### src/rtl/perceptron_trainer_pkg.sv
// Shared types and width helpers for perceptron_trainer.
// PERCEPTRON_TRAINER_EVAL_EN adds the EVAL/EDRAIN states to the state enum.
package perceptron_trainer_pkg;

  localparam int unsigned X_W     = 18;
  localparam int unsigned Y_W     = 48;
  localparam int unsigned LR_W    = 18;
  localparam int unsigned EPOCH_W = 16;

  typedef logic [Y_W-1:0]     y_t;
  typedef logic [LR_W-1:0]    lr_t;
  typedef logic [EPOCH_W-1:0] epoch_t;

`ifdef PERCEPTRON_TRAINER_EVAL_EN
  typedef enum logic [2:0] {
    ST_IDLE,
    ST_RUN,
    ST_DRAIN,
    ST_CHECK,
    ST_EVAL,
    ST_EDRAIN
  } state_e;
`else
  typedef enum logic [2:0] {
    ST_IDLE,
    ST_RUN,
    ST_DRAIN,
    ST_CHECK
  } state_e;
`endif

  // Sample record is parameterised on the input count, so it is built from this.
  function automatic int unsigned sample_w(int unsigned n);
    return X_W * n + Y_W;
  endfunction

  function automatic int unsigned addr_w(int unsigned depth);
    return (depth > 1) ? $clog2(depth) : 1;
  endfunction

  function automatic int unsigned err_w(int unsigned depth);
    return $clog2(depth + 1);
  endfunction

endpackage

### src/rtl/perceptron_trainer_tag_pipe.sv
// Delay line carrying {valid, expected_y} alongside the perceptron pipeline.
// empty_o means nothing remains behind the output stage.
module trainer_tag_pipe #(
  parameter int unsigned LATENCY = 3,
  parameter int unsigned W       = 48
) (
  input  logic         clk_i,
  input  logic         rst_i,
  input  logic         in_valid_i,
  input  logic [W-1:0] in_data_i,
  output logic         out_valid_o,
  output logic [W-1:0] out_data_o,
  output logic         empty_o
);

  logic [LATENCY-1:0] valid_q;
  logic [W-1:0]       data_q [LATENCY];

  always_ff @(posedge clk_i or posedge rst_i) begin
    if (rst_i) begin
      valid_q <= '0;
      for (int unsigned i = 0; i < LATENCY; i++) begin
        data_q[i] <= '0;
      end
    end else begin
      valid_q[0] <= in_valid_i;
      data_q[0]  <= in_data_i;
      for (int unsigned i = 1; i < LATENCY; i++) begin
        valid_q[i] <= valid_q[i-1];
        data_q[i]  <= data_q[i-1];
      end
    end
  end

  assign out_valid_o = valid_q[LATENCY-1];
  assign out_data_o  = data_q[LATENCY-1];

  // The output stage is graded this cycle, so it does not count as pending.
  always_comb begin
    empty_o = 1'b1;
    for (int unsigned i = 0; i + 1 < LATENCY; i++) begin
      if (valid_q[i]) empty_o = 1'b0;
    end
  end

endmodule

### src/rtl/perceptron_trainer.sv
// Perceptron training sequencer: replays a sample memory, grades y, repeats epochs.
// PERCEPTRON_TRAINER_EVAL_EN adds a final untrained evaluation pass (eval_errors).
module perceptron_trainer
  import perceptron_trainer_pkg::*;
#(
  parameter int unsigned N            = 8,
  parameter int unsigned DEPTH        = 16,
  parameter int unsigned PIPE_LATENCY = 3
) (
  input  logic                      clk,
  input  logic                      rst,
  input  logic                      ld_we,
  input  logic [addr_w(DEPTH)-1:0]  ld_addr,
  input  logic [X_W*N-1:0]          ld_x,
  input  logic [Y_W-1:0]            ld_exp_y,
  input  logic [err_w(DEPTH)-1:0]   num_samples,
  input  logic [EPOCH_W-1:0]        max_epochs,
  input  logic [LR_W-1:0]           learning_rate,
  input  logic                      start,
  output logic                      busy,
  output logic                      done,
  output logic                      converged,
  output logic [EPOCH_W-1:0]        epoch_count,
  output logic [err_w(DEPTH)-1:0]   error_count,
  output logic [err_w(DEPTH)-1:0]   eval_errors,
  output logic [X_W*N-1:0]          p_x,
  output logic                      p_train,
  output logic [LR_W-1:0]           p_learning_rate,
  output logic [Y_W-1:0]            p_expected_y,
  input  logic [Y_W-1:0]            p_y
);

  localparam int unsigned ADDR_W = addr_w(DEPTH);
  localparam int unsigned ERR_W  = err_w(DEPTH);
  localparam int unsigned XV_W   = X_W * N;

  typedef struct packed {
    logic [XV_W-1:0] x;
    y_t              exp_y;
  } sample_t;

  sample_t mem_q [DEPTH];

  state_e            state_q, state_d;
  logic [ERR_W-1:0]  idx_q, idx_d;
  logic [ERR_W-1:0]  n_q, n_d;
  epoch_t            max_q, max_d;
  lr_t               lr_q, lr_d;
  epoch_t            epoch_q, epoch_d;
  logic [ERR_W-1:0]  err_q, err_d;
  logic [ERR_W-1:0]  acc_q, acc_d;
  logic              conv_q, conv_d;
  logic              done_q, done_d;
  logic              busy_q, busy_d;
  logic [XV_W-1:0]   px_q, px_d;
  logic              ptrain_q, ptrain_d;
  y_t                pexp_q, pexp_d;
  logic              issue_q, issue_d;
`ifdef PERCEPTRON_TRAINER_EVAL_EN
  logic [ERR_W-1:0]  eval_q, eval_d;
`endif

  logic    tag_valid;
  y_t      tag_exp;
  logic    tags_empty;
  logic    grade_err;
  epoch_t  ep_next;
  sample_t rd;
  logic    finish;

  // Host writes are locked out while busy so replay never races a load.
  always_ff @(posedge clk) begin
    if (ld_we && !busy_q) begin
      mem_q[ld_addr] <= '{x: ld_x, exp_y: ld_exp_y};
    end
  end

  // Tags enter from the registered p_* outputs, so they line up with p_y.
  trainer_tag_pipe #(
    .LATENCY (PIPE_LATENCY),
    .W       (Y_W)
  ) u_tags (
    .clk_i       (clk),
    .rst_i       (rst),
    .in_valid_i  (issue_q),
    .in_data_i   (pexp_q),
    .out_valid_o (tag_valid),
    .out_data_o  (tag_exp),
    .empty_o     (tags_empty)
  );

  assign grade_err = tag_valid && (p_y != tag_exp);

  always_comb begin
    state_d  = state_q;
    idx_d    = idx_q;
    n_d      = n_q;
    max_d    = max_q;
    lr_d     = lr_q;
    epoch_d  = epoch_q;
    err_d    = err_q;
    conv_d   = conv_q;
    done_d   = 1'b0;
    acc_d    = grade_err ? acc_q + ERR_W'(1) : acc_q;
    px_d     = '0;
    ptrain_d = 1'b0;
    pexp_d   = '0;
    issue_d  = 1'b0;
    ep_next  = (epoch_q == '1) ? epoch_q : epoch_q + EPOCH_W'(1);
    rd       = mem_q[idx_q[ADDR_W-1:0]];
    finish   = 1'b0;
`ifdef PERCEPTRON_TRAINER_EVAL_EN
    eval_d   = eval_q;
`endif

    case (state_q)
      ST_IDLE: begin
        if (start) begin
          n_d     = num_samples;
          max_d   = max_epochs;
          lr_d    = learning_rate;
          epoch_d = '0;
          conv_d  = 1'b0;
          acc_d   = '0;
`ifdef PERCEPTRON_TRAINER_EVAL_EN
          eval_d  = '0;
`endif
          if (num_samples == '0 || max_epochs == '0) begin
            done_d = 1'b1;
            conv_d = (num_samples == '0);
          end else begin
            state_d  = ST_RUN;
            px_d     = mem_q[0].x;
            pexp_d   = mem_q[0].exp_y;
            ptrain_d = 1'b1;
            issue_d  = 1'b1;
            idx_d    = ERR_W'(1);
          end
        end
      end

      ST_RUN: begin
        if (idx_q < n_q) begin
          px_d     = rd.x;
          pexp_d   = rd.exp_y;
          ptrain_d = 1'b1;
          issue_d  = 1'b1;
          idx_d    = idx_q + ERR_W'(1);
        end else begin
          state_d = ST_DRAIN;
        end
      end

      ST_DRAIN: begin
        if (tags_empty) state_d = ST_CHECK;
      end

      ST_CHECK: begin
        err_d   = acc_q;
        epoch_d = ep_next;
        acc_d   = '0;
        if (acc_q == '0) conv_d = 1'b1;
        finish  = (acc_q == '0) || (ep_next == max_q);
        px_d    = mem_q[0].x;
        pexp_d  = mem_q[0].exp_y;
        idx_d   = ERR_W'(1);
        if (!finish) begin
          state_d  = ST_RUN;
          ptrain_d = 1'b1;
          issue_d  = 1'b1;
        end else begin
`ifdef PERCEPTRON_TRAINER_EVAL_EN
          state_d = ST_EVAL;
          issue_d = 1'b1;
`else
          state_d = ST_IDLE;
          done_d  = 1'b1;
          px_d    = '0;
          pexp_d  = '0;
`endif
        end
      end

`ifdef PERCEPTRON_TRAINER_EVAL_EN
      ST_EVAL: begin
        if (idx_q < n_q) begin
          px_d    = rd.x;
          pexp_d  = rd.exp_y;
          issue_d = 1'b1;
          idx_d   = idx_q + ERR_W'(1);
        end else begin
          state_d = ST_EDRAIN;
        end
      end

      // acc_d already includes the last tag graded this cycle.
      ST_EDRAIN: begin
        if (tags_empty) begin
          eval_d  = acc_d;
          acc_d   = '0;
          state_d = ST_IDLE;
          done_d  = 1'b1;
        end
      end
`endif

      default: state_d = ST_IDLE;
    endcase

    busy_d = (state_d != ST_IDLE);
  end

  always_ff @(posedge clk or posedge rst) begin
    if (rst) begin
      state_q  <= ST_IDLE;
      idx_q    <= '0;
      n_q      <= '0;
      max_q    <= '0;
      lr_q     <= '0;
      epoch_q  <= '0;
      err_q    <= '0;
      acc_q    <= '0;
      conv_q   <= 1'b0;
      done_q   <= 1'b0;
      busy_q   <= 1'b0;
      px_q     <= '0;
      ptrain_q <= 1'b0;
      pexp_q   <= '0;
      issue_q  <= 1'b0;
    end else begin
      state_q  <= state_d;
      idx_q    <= idx_d;
      n_q      <= n_d;
      max_q    <= max_d;
      lr_q     <= lr_d;
      epoch_q  <= epoch_d;
      err_q    <= err_d;
      acc_q    <= acc_d;
      conv_q   <= conv_d;
      done_q   <= done_d;
      busy_q   <= busy_d;
      px_q     <= px_d;
      ptrain_q <= ptrain_d;
      pexp_q   <= pexp_d;
      issue_q  <= issue_d;
    end
  end

`ifdef PERCEPTRON_TRAINER_EVAL_EN
  always_ff @(posedge clk or posedge rst) begin
    if (rst) eval_q <= '0;
    else     eval_q <= eval_d;
  end
  assign eval_errors = eval_q;
`else
  assign eval_errors = '0;
`endif

  assign busy            = busy_q;
  assign done            = done_q;
  assign converged       = conv_q;
  assign epoch_count     = epoch_q;
  assign error_count     = err_q;
  assign p_x             = px_q;
  assign p_train         = ptrain_q;
  assign p_learning_rate = lr_q;
  assign p_expected_y    = pexp_q;

endmodule

### config.mk
export PLATFORM = sky130hd
export DESIGN_NAME = perceptron_trainer
export DESIGN_NICKNAME = d
export VERILOG_FILES = /design/src/rtl/perceptron_trainer_pkg.sv /design/src/rtl/perceptron_trainer_tag_pipe.sv /design/src/rtl/perceptron_trainer.sv
export SDC_FILE = /design/constraint.sdc
export NUM_CORES = 2
export LEC_CHECK = 0
export BUFFER_PORTS_ARGS = -buffer_cell sky130_fd_sc_hd__buf_4
export CAP_MARGIN = 25
export CORE_MARGIN = 8
export CORE_UTILIZATION = 69
export CTS_BUF_LIST = sky130_fd_sc_hd__clkbuf_8
export CTS_CLUSTER_DIAMETER = 200
export DETAILED_ROUTE_END_ITERATION = 10
export GPL_TIMING_DRIVEN = 0
export HOLD_SLACK_MARGIN = 0.06
export PLACE_DENSITY_LB_ADDON = 0.2
export SLEW_MARGIN = 20
export SYNTH_ARGS = -nofsm -noshare
export SYNTH_HDL_FRONTEND = slang
export SYNTH_SLANG_ARGS = --single-unit
export TNS_END_PERCENT = 20
### constraint.sdc
create_clock -name clk -period 29 [get_ports clk]
set_clock_uncertainty 0.2 [all_clocks]
set_input_delay 2.9 -clock clk [delete_from_list [all_inputs] [get_ports clk]]
set_output_delay 2.9 -clock clk [all_outputs]
set_load 0.02 [all_outputs]
==> flow_summary.ini <==
[floorplan]
rows = 159
io_pins = 527
die_area_mm2 = 0.203
coreArea_mm2 = 0.188
die_w_um = 450
start_util = 0.693
die_h_um = 450

[critical_path]
critPathRequiredTime_ns = 29.56
startpoint_type = input pin
reg2reg_from = epoch_count[0]
r2r_setup_slack_ns = 23.68
critPathTopFamily = buffers and inverters
crit_arrival_ns = 6.16
r2r-end = p_x[81]
slowest_stage = nor3_2
end_kind = register
crit_type = in -> reg
critPathMostFrequentCell = buf_4
crit_buf_inv = 10
cp_max_fo = 8
path_cells = buf_4, nand4b_1, nor3_2, buf_6, buf_4, buf_6, buf_4, buf_4, buf_4, buf_4, buf_4, buf_6
slowest_delay_ns = 0.76
r2r_cells = 12
crit_cells = 12

[power_and_ir_drop]
clockPowerShare = 0.374
swShare = 0.236
power_frac_seq = 0.540
internal_power_uw = 7960
p_per_area_mw_per_mm2 = 67.8
ir_drop_uv = 63.9
p_leak_uw = 0.0531
switching_power_uw = 2460
p_total_uw = 10400
comb_power_share = 0.086

[drt]
initialDrtViolationCount = 10800
routed_via_density = 7.11
wirelength_met1_um = 116000
num_vias = 69600
dr_wl_met2_um = 183000
drtAntennaViolNets = 0
post_drt_wl_per_cell_um = 38.2
wl_um = 374000
top_layer_used = met5
drcViolationCount = 0
first_pass_iters = 8
dr_wl_met3_um = 45900

[sta]
relSlewSlack = 0.134
fmax_mhz = 179
drv_slew = 0
hold_viol = 0
tightestPinTransition_ns = 1.29
post-route-min-period_ns = 5.60
setup_viol = 0
rsz0062_at_grt = false
tns_ns = 0
fin_ws_ns = 23.40
period_share = 0.193

[layout]
final_nets = 7102
layout_common_cells = 3,072 x edfxtp_1, 960 x mux4_2, 642 x buf_4
final_common_cell = edfxtp_1
fillers = 7671
drive_gt1_frac = 0.372
area_growth_pct = 18.2

[logic_synthesis]
netlist_top_cells_area = edfxtp_1 71%, mux4_2 17%, dfrtp_1 8.0%
synth.cell_area_mm2 = 0.130
synth_cell_types = 68
synthCells = 5341
synth-edff-count = 3072
synthArstFlopShare = 0.119
synth_flop_cell = edfxtp_1
synth_area_leader_cell = edfxtp_1
ys_seq_elements = 3488
yosys.area.top_type_share = 0.709
seq_area_frac_synth = 0.789
yosys_warnings = 0
syn_area_per_cell_um2 = 24.4

[cts]
post-cts-setup-buffers = 0
cts_max_path_buffers = 4
numCtsBuffers = 550
hold_buffers = 0
clk_pin_slew_worst_paths_ns = 0.06
cts_root_buf = clkbuf_8
ctsResizeCount = 0
htree_levels = 6
tritoncts = built
clkLatencyLatePin_ns = 1.12
cts_sinks = 3488

[placed_design]
place_congestion = 0.847
place.port_buffers = 521
dp_hpwl_um = 237000
dp_slack_ns = 22.48

[global_routing]
grt_max_degree = 109
grt_pass1_vias = 71500
track_usage = 0.362
antenna_found_initial = 76
grt-ovfl-total = 0
grt_pass1_wl_um = 517000

[worst_hold_path]
min_path_cells = 0
min_to = u_tags.out_data_o[6]
min_path_type = reg -> reg
worstHoldStart = u_tags.data_q[54]

[outcome]
outcome = finished clean

[job]
drv_cap = 0
-- how the worst max path moves through the flow --
stage / to / from
floorplan: mem_q[8][0] / ld_we
global placement: mem_q[0][102] / ld_addr[3]
detailed placement: mem_q[12][102] / ld_addr[3]
CTS: mem_q[0][107] / ld_we
global route: mem_q[12][107] / ld_addr[3]
finish: mem_q[12][107] / ld_addr[3]
-- layout make-up --
cell class                 instances  area [µm²]  area share
clock buffer                     620        8530      0.0555
sequential                      3488      103000       0.668
antenna                           73         183     0.00119
timing repair buffer             909       10100      0.0654
clock inverter                   344        1540      0.0100
inverter                          14        60.1    0.000391
multi-input combinational       1559       26300       0.171
tap                             2495        3120      0.0203
buffer                           285        1270     0.00829
-- synth_stat cells (all sizes together), types with 11 or more instances --
master  number
nand2       43
a22o       193
xnor2       11
clkbuf     217
inv         14
mux4       960
nor3        15
xor2        59
a21oi       21
o21ai       22
nand4       11
dfrtp      416
edfxtp    3072
nor4        21
buf         68
nand3       18
mux2        34
nor2        38
-- metrics by stage --
step	cells	area [µm²]	hold WS (ns)	util
5_1_grt	9767	154000	0.144	0.819
6_report	9787	154000	0.130	0.819
4_1_cts	9698	153000	0.130	0.817
3_3_place_gp	8362	137000	0.132	0.731
3_5_place_dp	8734	143000	0.136	0.764
2_1_floorplan	5346	130000	0.131	-
-- sequential cells by signal, indices dropped and copies added (netlist names), 3 cells and up --
signal / cells
acc_q: 5
epoch_count: 16
error_count: 5
idx_q: 5
max_q: 16
mem_q: 3072
n_q: 5
p_expected_y: 48
p_learning_rate: 18
p_x: 144
state_q: 3
u_tags.data_q: 96
u_tags.out_data_o: 48
u_tags.valid_q: 3
-- kinds of logic after synthesis --
logic type / synth area share
compound gates: 0.0178
xor+xnor: 0.00489
fa+ha+maj: 0.000770
buf+inv: 0.00988
flops: 0.789
mux: 0.169
other cells: 0.0000288
simple gates: 0.00805
-- power by group through the flow --
stage                     clock, µW  combinational (µW)  sequential (µW)
after floorplan                   0                 444             5750
after global placement            0                 789             5760
after CTS                      3910                 881             5620
after detailed placement          0                 868             5720
after global routing           4110                 925             5620
final                          3900                 897             5620
-- layer usage --
metal,global-route usage,vias up
met3,0.0915,1391
met2,0.579,6484
met1,0.447,35700
met4,0.238,18
li1,-,26000
met5,0,-
Note: power is estimated with default switching activity, not from simulation.
